[src/rtl/jk_pkg.sv]
`default_nettype none
// +----------------------------------------------------------------------+
// | jk_pkg                                                               |
// | Shared types and the JK excitation function for the sequencer.      |
// | Revision: 1.0                                                        |
// +----------------------------------------------------------------------+
package jk_pkg;

  localparam int JK_DEPTH = 4;
  localparam int JK_CNT_W = $clog2(JK_DEPTH) + 1;

  typedef enum logic [1:0] {
    ST_IDLE  = 2'd0,
    ST_DRIVE = 2'd1,
    ST_CHECK = 2'd2
  } jk_state_e;

  // Returns {j, k} that moves a JK flop from q to t.
  function automatic logic [1:0] excite(input logic q, input logic t, input logic dc_toggle);
    logic [1:0] jk;
    jk = 2'b00;
    if (q != t) begin
      if (dc_toggle)
        jk = 2'b11;
      else
        jk = t ? 2'b10 : 2'b01;
    end
    return jk;
  endfunction

endpackage
`default_nettype wire

[src/rtl/jk_bit_cell.sv]
`default_nettype none
// +----------------------------------------------------------------------+
// | jk_bit_cell                                                          |
// | Single JK flip-flop with synchronous clear and async active-low rst. |
// | Revision: 1.0                                                        |
// +----------------------------------------------------------------------+
module jk_bit_cell (
  input  logic clk,
  input  logic rst_n,
  input  logic sync_clr,
  input  logic j,
  input  logic k,
  output logic q
);

  logic r_q;

  always_ff @(posedge clk or negedge rst_n) begin
    if (!rst_n) begin
      r_q <= 1'b0;
    end else if (sync_clr) begin
      r_q <= 1'b0;
    end else begin
      case ({j, k})
        2'b01:   r_q <= 1'b0;
        2'b10:   r_q <= 1'b1;
        2'b11:   r_q <= ~r_q;
        default: r_q <= r_q;
      endcase
    end
  end

  assign q = r_q;

endmodule
`default_nettype wire

[src/rtl/jk_excitation_sequencer.sv]
`default_nettype none
// +----------------------------------------------------------------------+
// | jk_excitation_sequencer                                              |
// | Queues target words and drives a JK flop bank to each in turn.       |
// | Revision: 1.0                                                        |
// +----------------------------------------------------------------------+
module jk_excitation_sequencer
  import jk_pkg::*;
#(
  parameter int WIDTH     = 4,
  parameter int DEPTH     = 4,
  parameter int DC_TOGGLE = 0
) (
  input  logic                     clk,
  input  logic                     rst_n,
  input  logic                     tgt_valid,
  output logic                     tgt_ready,
  input  logic [WIDTH-1:0]         tgt_data,
  input  logic                     sync_clr,
  output logic [WIDTH-1:0]         j_out,
  output logic [WIDTH-1:0]         k_out,
  output logic [WIDTH-1:0]         q_out,
  output logic                     busy,
  output logic                     done,
  output logic                     mismatch,
  output logic [$clog2(DEPTH):0]   fifo_count
);

  localparam int PTR_W = $clog2(DEPTH);
  localparam int CNT_W = PTR_W + 1;

  logic [WIDTH-1:0] r_mem [DEPTH];
  logic [PTR_W-1:0] r_wr_ptr;
  logic [PTR_W-1:0] r_rd_ptr;
  logic [CNT_W-1:0] r_count;
  logic [WIDTH-1:0] r_tgt;
  jk_state_e        r_state;
  jk_state_e        w_next_state;
  logic             w_push;
  logic             w_pop;
  logic             w_drive;
  logic [WIDTH-1:0] w_j;
  logic [WIDTH-1:0] w_k;
  logic [WIDTH-1:0] w_q;

  // No full-bypass: a pop in the same cycle does not reopen a full FIFO.
  assign tgt_ready  = (r_count != CNT_W'(DEPTH));
  assign w_push     = tgt_valid && tgt_ready;
  assign fifo_count = r_count;

  always_ff @(posedge clk) begin
    if (w_push)
      r_mem[r_wr_ptr] <= tgt_data;
  end

  always_ff @(posedge clk or negedge rst_n) begin
    if (!rst_n) begin
      r_wr_ptr <= '0;
      r_rd_ptr <= '0;
      r_count  <= '0;
      r_tgt    <= '0;
      r_state  <= ST_IDLE;
    end else begin
      r_state <= w_next_state;
      if (w_push)
        r_wr_ptr <= r_wr_ptr + 1'b1;
      if (w_pop) begin
        r_rd_ptr <= r_rd_ptr + 1'b1;
        r_tgt    <= r_mem[r_rd_ptr];
      end
      case ({w_push, w_pop})
        2'b10:   r_count <= r_count + 1'b1;
        2'b01:   r_count <= r_count - 1'b1;
        default: r_count <= r_count;
      endcase
    end
  end

  always_comb begin
    w_next_state = r_state;
    w_pop        = 1'b0;
    w_drive      = 1'b0;
    busy         = 1'b0;
    done         = 1'b0;
    mismatch     = 1'b0;
    case (r_state)
      ST_IDLE: begin
        if (r_count != '0) begin
          w_pop        = 1'b1;
          w_next_state = ST_DRIVE;
        end
      end
      ST_DRIVE: begin
        busy         = 1'b1;
        w_drive      = 1'b1;
        w_next_state = ST_CHECK;
      end
      ST_CHECK: begin
        busy     = 1'b1;
        done     = 1'b1;
        mismatch = (w_q != r_tgt);
        if (r_count != '0) begin
          w_pop        = 1'b1;
          w_next_state = ST_DRIVE;
        end else begin
          w_next_state = ST_IDLE;
        end
      end
      default: w_next_state = ST_IDLE;
    endcase
  end

  // Outside DRIVE every bit sees J=K=0, so the bank holds.
  for (genvar i = 0; i < WIDTH; i++) begin : g_bit
    logic [1:0] w_jk;
    assign w_jk   = excite(w_q[i], r_tgt[i], DC_TOGGLE != 0);
    assign w_j[i] = w_drive & w_jk[1];
    assign w_k[i] = w_drive & w_jk[0];

    jk_bit_cell u_cell (
      .clk      (clk),
      .rst_n    (rst_n),
      .sync_clr (sync_clr),
      .j        (w_j[i]),
      .k        (w_k[i]),
      .q        (w_q[i])
    );
  end

  assign j_out = w_j;
  assign k_out = w_k;
  assign q_out = w_q;

endmodule
`default_nettype wire

[config.mk]
export PLATFORM = sky130hd
export DESIGN_NAME = jk_excitation_sequencer
export DESIGN_NICKNAME = d
export VERILOG_FILES = /design/src/rtl/jk_pkg.sv /design/src/rtl/jk_bit_cell.sv /design/src/rtl/jk_excitation_sequencer.sv
export SDC_FILE = /design/constraint.sdc
export NUM_CORES = 1
export LEC_CHECK = 0
export ABC_CLOCK_PERIOD_IN_PS = 2100
export CORE_MARGIN = 3
export CORE_UTILIZATION = 48
export CTS_CLUSTER_DIAMETER = 40
export DETAILED_ROUTE_END_ITERATION = 10
export PLACE_DENSITY = 0.74
export SLEW_MARGIN = 15
export SYNTH_ARGS = -nofsm -noshare
export SYNTH_HDL_FRONTEND = slang
export SYNTH_HIERARCHICAL = 1
export SYNTH_SLANG_ARGS = --single-unit
[constraint.sdc]
create_clock -name clk -period 2.1 [get_ports clk]
set_input_delay 0.63 -clock clk [delete_from_list [all_inputs] [get_ports clk]]
set_output_delay 0.63 -clock clk [all_outputs]
set_load 0.02 [all_outputs]
Word-level counts from Yosys, hierarchy flattened:

Memory sizes are Yosys's and may differ from the RTL's. A register that Yosys moved wholly into a read port is not among the register bits.
Index checks and enable logic that the tools add are counted.

* memories: 1
* input bits: 8
* logic and storage cells: 87
* output and inout bits: 19
* bits in registers: 13
* bits in writable memories: 16

Memory list
* r_mem: depth 4, width 4, read ports 1, clocked after memory_dff 1, write ports 1, RTL line jk_excitation_sequencer.sv:32 `logic [WIDTH-1:0] r_mem [DEPTH];`

* bitwise gates (word level): 12
* reduce and logical (&&, ||, !) cells: 11
* add/subtract/negate cells: 4
* mux-type cells: 28
* equal/unequal tests: 23

Operators by type and width (count)
* $eq A2 B2 Y1 const B: 10
* $mux W2: 9
* $reduce_bool A4 Y1: 4
* $mux W1: 13
* $eq A2 B1 Y1 const B: 6
* $pmux W1 S3: 4
* $and A1 B1 Y1: 8
* $pmux W2 S3: 1
* $pmux W3 S2: 1
* $add A2 B1 Y2 const B: 2
* $ne A1 B1 Y1: 4
* $ne A4 B4 Y1: 1
* $not A1 Y1: 4
* $reduce_or A2 Y1: 2
* $add A3 B1 Y3 const B: 1
* $ne A3 B3 Y1 const B: 1
* $reduce_bool A3 Y1: 1
* $sub A3 B1 Y3 const B: 1
* $logic_not A2 Y1: 1
* $ne A2 B2 Y1 const B: 1
* $reduce_bool A2 Y1: 1
* $logic_and A1 B1 Y1: 1
* $logic_not A1 Y1: 1

Longest topological paths before layout:

Gate-level depths: netlist of the first run.

* depth after elaboration: 6
* gate-level depth with buffers: 9
* depth with buffers taken out: 8

Modules after synthesis:

Netlist of the first run, hierarchy kept.

By module, submodules not included
* jk_excitation_sequencer: area each 1485.2 µm², times used 1, seq. area each 805.8 µm², cells each 103
* jk_bit_cell: area each 53.8 µm², times used 4, seq. area each 25.0 µm², cells each 4

Worst setup path before layout of the first run:

No wires, ideal clock.

* path kind: register -> register
* from: reg r_count[1] (netlist: fifo_count[1])
* to: reg r_count[1] (netlist: fifo_count[1])
* period minus slack after synthesis: 2173 ps
* data required time: 1975 ps
* buffers on the path: 0
* setup slack: -73 ps
* stages on the path, launching flop included: 7
* arrival: 2048 ps
* library setup time: 125 ps
* path through: dfrtp_1 > or3b_4 > and2_4 > inv_1 > ha_1 > fa_1 > mux2_2

* elaborated cells between the ends (all ways): 11
* classes of those cells: 2 x add/sub; 3 x eq/ne; 3 x mux; 3 x reduce/logical

RTL lines
* start: declaration: RTL line jk_excitation_sequencer.sv:35 `logic [CNT_W-1:0] r_count;`
* start signal: assignment: RTL line jk_excitation_sequencer.sv:72 `2'b10: r_count <= r_count + 1'b1;`
* start signal: assignment: RTL line jk_excitation_sequencer.sv:73 `2'b01: r_count <= r_count - 1'b1;`
* start signal: assignment: RTL line jk_excitation_sequencer.sv:74 `default: r_count <= r_count;`
* $ne A3 B3 Y1 (*): RTL line jk_excitation_sequencer.sv:47 `assign tgt_ready = (r_count != CNT_W'(DEPTH));`
* net tgt_ready: RTL line jk_excitation_sequencer.sv:17 `output logic tgt_ready,`
* $logic_and A1 B1 Y1 (*): RTL line jk_excitation_sequencer.sv:48 `assign w_push = tgt_valid && tgt_ready;`
* $eq A2 B1 Y1 or $eq A2 B2 Y1 (tied branches): RTL line jk_excitation_sequencer.sv:71 `case ({w_push, w_pop})`
* $pmux W3 S2 or $reduce_bool A2 Y1 (tied branches)

The timed path passes the listed nets; every way through them passes the cells marked *.
A chain may end at the register's enable or synchronous reset.

Worst setup path after layout of the first run:

* from: reg r_count[1] (netlist: fifo_count[1])
* to: reg r_count[1] (netlist: fifo_count[1])

* word-level cells in the longest chain between the ends: 5
* elaborated cells between the ends (all ways): 11
* classes of those cells: 2 x add/sub; 3 x eq/ne; 3 x mux; 3 x reduce/logical

RTL lines (RTL line)
* $reduce_bool A3 Y1: jk_excitation_sequencer.sv:88, jk_excitation_sequencer.sv:102
* $mux W1: jk_excitation_sequencer.sv:88, jk_excitation_sequencer.sv:102
* $mux W1
* $eq A2 B1 Y1 or $eq A2 B2 Y1 (tied branches): jk_excitation_sequencer.sv:71
* $pmux W3 S2 or $reduce_bool A2 Y1 (tied branches)

Several ways; a longest one is shown, not always the timed one.

==> impl_metrics.csv, run 1 <==
group,metric,value,unit
timing,worst_slew_pin_slew,0.446,ns
synth,synth_nets,145,
finish,final-seq-area,911,um2
pwr,leakagePower,1.04,nW
floorplanning,die_area,0.00429,mm2
pwr,pwr-share-clk,12.6,%
worst_setup_path,setup.worst_path.start_class,"flip-flop",
timing,slew_headroom,70.1,%
clock_tree,cts_hold_buf,0,
routing,drt_first_iter_violations,11,
global_route,grt_usage,16.1,%
global_route,grt_max_degree,18,
worst_setup_path,crit_required,2.31,ns
synth,ys_ff_latch,33,
routing,wl,3.11,mm
clock_tree,root_buffer,"clkbuf_4",
worst_setup_path,path_cells,"or3b_4 > and2_4 > inv_2 > ha_4 > fa_2 > mux2_2",
clock_tree,clk_pin_slew,0.09,ns
synth,syn_area_per_cell,14.3,um2
pwr,irDropWorstVdd,0.919,mV
routing,wire_per_inst,14.2,um
clock_tree,clock_sink_count,33,
synth,synthTopCellsByArea,"edfxtp_1 (28%), dfrtp_1 (25%), ha_1 (13%), mux4_2 (5.3%), mux2_2 (4.0%)",
clock_tree,numCtsBuffers,5,
pwr,swShare,35.9,%
finish,fillerInstances,250,
finish,final_area,0.00231,mm2
floorplanning,die_w,65.5,um
synth,synth_area_leader_cell,"edfxtp_1",
floorplanning,die_h,65.5,um
routing,vias,1080,
worst_setup_path,arrival,2.26,ns
synth,yosysSeqAreaShare,53.3,%
hold_path,min_path_type,"flip-flop to flip-flop",
pwr,p_int,0.00231,W
clock_tree,clk-insertion-delay-late,0.33,ns
placed_design,place_area,0.00219,mm2
synth,netlist_area,0.00170,mm2
status,status,"finished clean",
timing,slew_violations,0,
pwr,switching_power,0.00129,W
finish,antenna_cells,0,
clock_tree,htree_levels,2,
worst_setup_path,worst-setup-path-type,"flip-flop to flip-flop",
job,max-cap-violations,0,
synth,syn_inst,119,
timing,fin_crit,2.04,ns
clock_tree,clockBufferDepth,2,
finish,drive_above_1_share,47.7,%
global_route,grt_pass1_wl,5.03,mm
synth,yosys_warnings,6,
finish,final_common_cell,"buf_4",
global_route,antenna_found_initial,0,
worst_setup_path,critPathCaptureType,"flip-flop",
placed_design,dp_hpwl,2.34,mm
finish,synthToLayoutAreaGrowth,35.8,%
timing,setup_viol,0,
placed_design,io_buffers,26,
global_route,grt_pass1_vias,1119,
placed_design,gp_congestion,0.704,
timing,post-route-period-util,97.4,%
worst_setup_path,cp_max_fo,6,
floorplanning,fp.coreArea,0.00320,mm2
worst_setup_path,cpPeakStageDelay,0.45,ns
worst_setup_path,slowest_stage,"dfrtp_2",
floorplanning,io-pin-count,27,
pwr,comb_power_share,56.6,%
floorplanning,start_util,53.1,%
finish,utilization,72.1,%
global_route,gr-total-overflow,0,
synth,synthDominantCellAreaShare,28.3,%
timing,rsz0062_at_grt,"true",
routing,firstDrtPassIters,4,
pwr,power.total,0.00360,W
worst_setup_path,r2r_setup_slack,0.06,ns
clock_tree,cts_tree,"built",
timing,skew,0.00763,ns
routing,ant_nets,0,
finish,multi_input_area,803,um2
routing,drc,0,
synth,synthDistinctLibCells,25,
timing,fmax,489,MHz
routing,via_per_inst,4.91,
timing,hold_viol_final,0,
pwr,power-per-cell-area,1560,mW/mm2
finish,final_cell_mix,"buf_4 (24), edfxtp_1 (16), ha_1 (13), dfrtp_1 (13), clkdlybuf4s50_1 (11)",
pwr,p_seq_share,30.8,%
floorplanning,rows,20,
finish,final_nets,201,
==> routing by layer <==
layer  vias up  global-route usage, %  routed length, um
li1        524                      -                  -
met1       524                   17.1               1290
met2        25                   29.2               1610
met3         7                   5.30                158
met4         0                   6.22                 59
met5         -                      0                  0
==> metrics by stage <==
stage | std cells | setup WS, ns | hold WS [ns] | TNS, ns
final | 220 | 0.0553 | 0.517 | 0
after global routing | 220 | -0.0262 | 0.550 | -0.0504
after CTS | 219 | -0.0183 | 0.510 | -0.0604
after detailed placement | 210 | -0.245 | 0.493 | -0.787
after global placement | 210 | -0.203 | 0.489 | -0.439
after floorplan | 119 | 0.00328 | 0.334 | 0
==> power by group through the flow <==
| stage | sequential, W | combinational (W) | clock [W] |
|---|---|---|---|
| after global placement | 0.00109 | 0.00186 | 0 |
| after CTS | 0.00110 | 0.00197 | 0.000465 |
| after floorplan | 0.00116 | 0.00110 | 0 |
| final | 0.00111 | 0.00204 | 0.000454 |
| after detailed placement | 0.00111 | 0.00195 | 0 |
| after global routing | 0.00114 | 0.00225 | 0.000500 |
==> layout make-up <==
class	instances	share of cell area, %
Timing Repair Buffer	51	17.8
Multi-Input combinational cell	70	34.8
Inverter	14	2.28
Clock buffer	6	1.79
Sequential cell	33	39.4
Tap cell	44	2.38
Clock inverter	2	1.52
==> worst max-delay path, delay by kind of cell, from the launching register on <==
kind,cells,cell delay (ns)
adder cells (fa/ha/maj),2,0.56
buffers and inverters,1,0.06
flip-flops,1,0.45
multiplexers,1,0.27
AND/OR/NAND/NOR,2,0.58
==> repair_timing <==
item / 4_1_cts / 5_1_grt
resized for setup: 43 / 27
pin swaps: 2 / 3
setup endpoints to repair: 13 / 16
setup buffers: 1 / 1
==> cell usage after synthesis <==
master,n
mux2_4,1
or3b_4,1
fa_1,1
o32a_2,1
a21o_1,1
and3_2,4
xnor2_1,4
xor2_1,2
inv_1,14
nand2_1,2
ha_1,17
mux2i_1,1
a41oi_1,1
a21oi_2,4
edfxtp_1,16
and2_4,1
nor2_1,1
dfrtp_1,17
mux4_2,4
nand2b_4,4
mux2_2,6
nand2b_1,4
buf_2,2
and2_1,8
nor3_1,2
==> cells by family (layout without fill, tap and decap cells) <==
logic type,after synthesis,after routing,share of synthesized area (%)
multiplexers,12,12,10.7
XOR/XNOR,6,6,3.09
AND/OR/NAND/NOR,27,27,11.8
adder cells (fa/ha/maj),18,18,13.7
buffers and inverters,16,73,3.68
AO/OA/AOI/OAI,7,7,3.68
flip-flops,33,33,53.3
==> registers in the layout (all words and copies together) (netlist names) <==
signal	flops
r_wr_ptr	2
r_mem	16
fifo_count	3
r_state	2
g_bit.u_cell/q	4
r_rd_ptr	2
r_tgt	4
==> worst paths after layout <==
| check | endpoint | startpoint | cells after the start |
|---|---|---|---|
| max in group asynchronous | fifo_count[0] | rst_n | 2 |
| max reg2reg | fifo_count[1] | fifo_count[1] | 6 |
| min | fifo_count[2] | fifo_count[2] | 1 |
| max | fifo_count[1] | fifo_count[1] | 6 |
| min reg2reg | fifo_count[2] | fifo_count[2] | 1 |
| min in group asynchronous | g_bit[2].u_cell/q | rst_n | 2 |
Note: power is estimated with default switching activity, not from simulation.
==> run 2, diff against run 1 <==
==> constraint.sdc (replaced) <==
create_clock -name clk -period 2.1 [get_ports clk]
set_input_delay 0.21 -clock clk [delete_from_list [all_inputs] [get_ports clk]]
set_output_delay 0.21 -clock clk [all_outputs]
set_load 0.02 [all_outputs]
==> run 2 against run 1 <==
Compared with the run above:
- sequential power about the same
- cell count down 9.1%
- combinational power decreased by 19%
- via count down 7.3%
- core utilization is 4.4 points lower
- sequential share of layout area up 2.5 points
- fmax rose by 1.0%
- wire length is 6.2% lower
- critical endpoint is now fifo_count[2]
==> impl_metrics.csv, run 2 (synthesis gave the netlist of run 1 again) <==
group,metric,value,unit
global_route,grt_pass1_vias,1093,
timing,setup_slack,0.0761,ns
finish,synthToLayoutAreaGrowth,27.5,%
timing,slew_headroom,62.7,%
worst_setup_path,path_cells,"inv_1 > ha_1 > o32a_2 > ha_4 > fa_1 > xnor2_1 > nor2_1 > xor2_1",
global_route,antenna_found_initial,0,
clock_tree,clk-insertion-delay-late,0.34,ns
timing,worst_slew_pin_slew,0.558,ns
floorplanning,fp.coreArea,0.00320,mm2
timing,setup_viol,0,
worst_setup_path,setup.worst_path.start_class,"flip-flop",
global_route,grt_pass1_wl,5.09,mm
finish,final_cell_mix,"clkdlybuf4s50_1 (17), edfxtp_1 (16), ha_1 (15)",
job,max-cap-violations,0,
worst_setup_path,path_delay_family,"adder cells",
worst_setup_path,crit_required,2.35,ns
timing,fin_crit,2.02,ns
finish,final_area,0.00217,mm2
routing,via_per_inst,5.01,
pwr,leakagePower,0.970,nW
worst_setup_path,critPathBufInv,1,
floorplanning,rows,20,
routing,drt_first_iter_violations,25,
worst_setup_path,slowest_stage,"fa_1",
timing,hold_viol_final,0,
global_route,grt_usage,16.3,%
timing,slew_violations,0,
timing,fmax,494,MHz
floorplanning,die_area,0.00429,mm2
timing,skew,0.0102,ns
clock_tree,root_buffer,"clkbuf_4",
placed_design,place_ws,0.0669,ns
clock_tree,clk_pin_slew,0.11,ns
placed_design,io_buffers,26,
floorplanning,start_util,53.1,%
floorplanning,die_h,65.5,um
worst_setup_path,cp_max_fo,3,
clock_tree,cts_hold_buf,0,
worst_setup_path,worst-setup-path-type,"flip-flop to flip-flop",
global_route,grt_max_degree,13,
worst_setup_path,critPathCaptureType,"flip-flop",
clock_tree,cts_tree,"built",
clock_tree,numCtsBuffers,5,
placed_design,place_area,0.00204,mm2
finish,final_common_cell,"clkdlybuf4s50_1",
clock_tree,htree_levels,2,
routing,wl,2.92,mm
routing,vias,1001,
finish,top_register,"r_mem",
status,status,"finished clean",
routing,drc,0,
finish,antenna_cells,0,
pwr,irDropWorstVdd,0.975,mV
timing,post-route-period-util,96.4,%
finish,utilization,67.7,%
floorplanning,io-pin-count,27,
pwr,power-per-cell-area,1560,mW/mm2
clock_tree,clockBufferDepth,2,
worst_setup_path,cpPeakStageDelay,0.40,ns
finish,final_nets,181,
global_route,gr-total-overflow,0,
timing,holdWs,0.223,ns
routing,ant_nets,0,
floorplanning,die_w,65.5,um
routing,firstDrtPassIters,4,
worst_setup_path,arrival,2.27,ns
clock_tree,clock_sink_count,33,
placed_design,gp_congestion,0.685,
finish,largest_reg_flops,16,
placed_design,dp_hpwl,2.27,mm
finish,drive_above_1_share,28.8,%
routing,wire_per_inst,14.6,um
hold_path,min_path_type,"primary input to async pin",
## run 2: cell types whose count changed in the layout (fill, tap and decap cells not counted), moves of 2 or more
cell / before / now
buf_4: 24 / 5
inv_1: 10 / 13
clkdlybuf4s50_1: 11 / 17
dlygate4sd2_1: 0 / 6
inv_2: 4 / 1
buf_2: 10 / 0
ha_1: 13 / 15
buf_6: 3 / 0
ha_4: 4 / 1
## run 2: what timing repair did
action                                  CTS  global route
endpoints found under the setup margin    9             4
setup buffers                             0             2
resized for setup                         7             3
pin swaps                                 0             1
## run 2: metrics by stage
stage | TNS [ns] | cells | total power (W)
CTS | 0 | 198 | 0.00342
global placement | 0 | 190 | 0.00273
global route | -0.00702 | 200 | 0.00364
detailed placement | 0 | 190 | 0.00282
floorplan | 0 | 119 | 0.00226
finish | 0 | 200 | 0.00338
## run 2: report_power, final
group          switching, W  internal, W  leakage (nW)
Combinational      0.000758     0.000887         0.564
Sequential         0.000210     0.000923         0.351
Clock              0.000229     0.000375        0.0558
Total               0.00120      0.00218         0.970
## run 2: layout make-up
| cell class | count | area (um2) |
|---|---|---|
| fillers | 255 | 1030 |
| flip-flops and latches | 33 | 910 |
| multi-input cells | 70 | 747 |
| repair buffers | 31 | 298 |
| clock inverters | 3 | 68.8 |
| well taps | 44 | 55.1 |
| inverters | 14 | 52.6 |
| clock buffers | 5 | 37.5 |
## run 2: worst paths after layout
path | endpoint | startpoint | slack, ns | depth (start not counted)
worst max-delay path | fifo_count[2] | r_state[0] | 0.08 | 8
worst min-delay path | g_bit[2].u_cell/q | rst_n | 0.22 | 1
worst max register to register | fifo_count[2] | r_state[0] | 0.08 | 8
worst min register to register | fifo_count[2] | fifo_count[2] | 0.53 | 1
max in group asynchronous | r_tgt[0] | rst_n | 1.36 | 2
min in group clk | r_mem[1][2] | tgt_data[2] | 0.50 | 1
## run 2: metal layers
layer / track usage (%) / share of wire (%) / vias up
met5: 0 / 0 / -
met4: 5.44 / 1.2 / 0
met3: 5.30 / 5.2 / 5
met2: 30.5 / 53 / 25
met1: 17.0 / 41 / 489
li1: - / - / 482
==> run 3, diff against run 2 <==
--- a/config.mk
+++ b/config.mk
@@ -11,6 +11,7 @@
 export CTS_CLUSTER_DIAMETER = 40
 export DETAILED_ROUTE_END_ITERATION = 10
 export PLACE_DENSITY = 0.74
+export SKIP_LAST_GASP = 1
 export SLEW_MARGIN = 15
 export SYNTH_ARGS = -nofsm -noshare
 export SYNTH_HDL_FRONTEND = slang
==> results of run 3 <==
Final layout, timing and power as in run 2 (identical DEF).
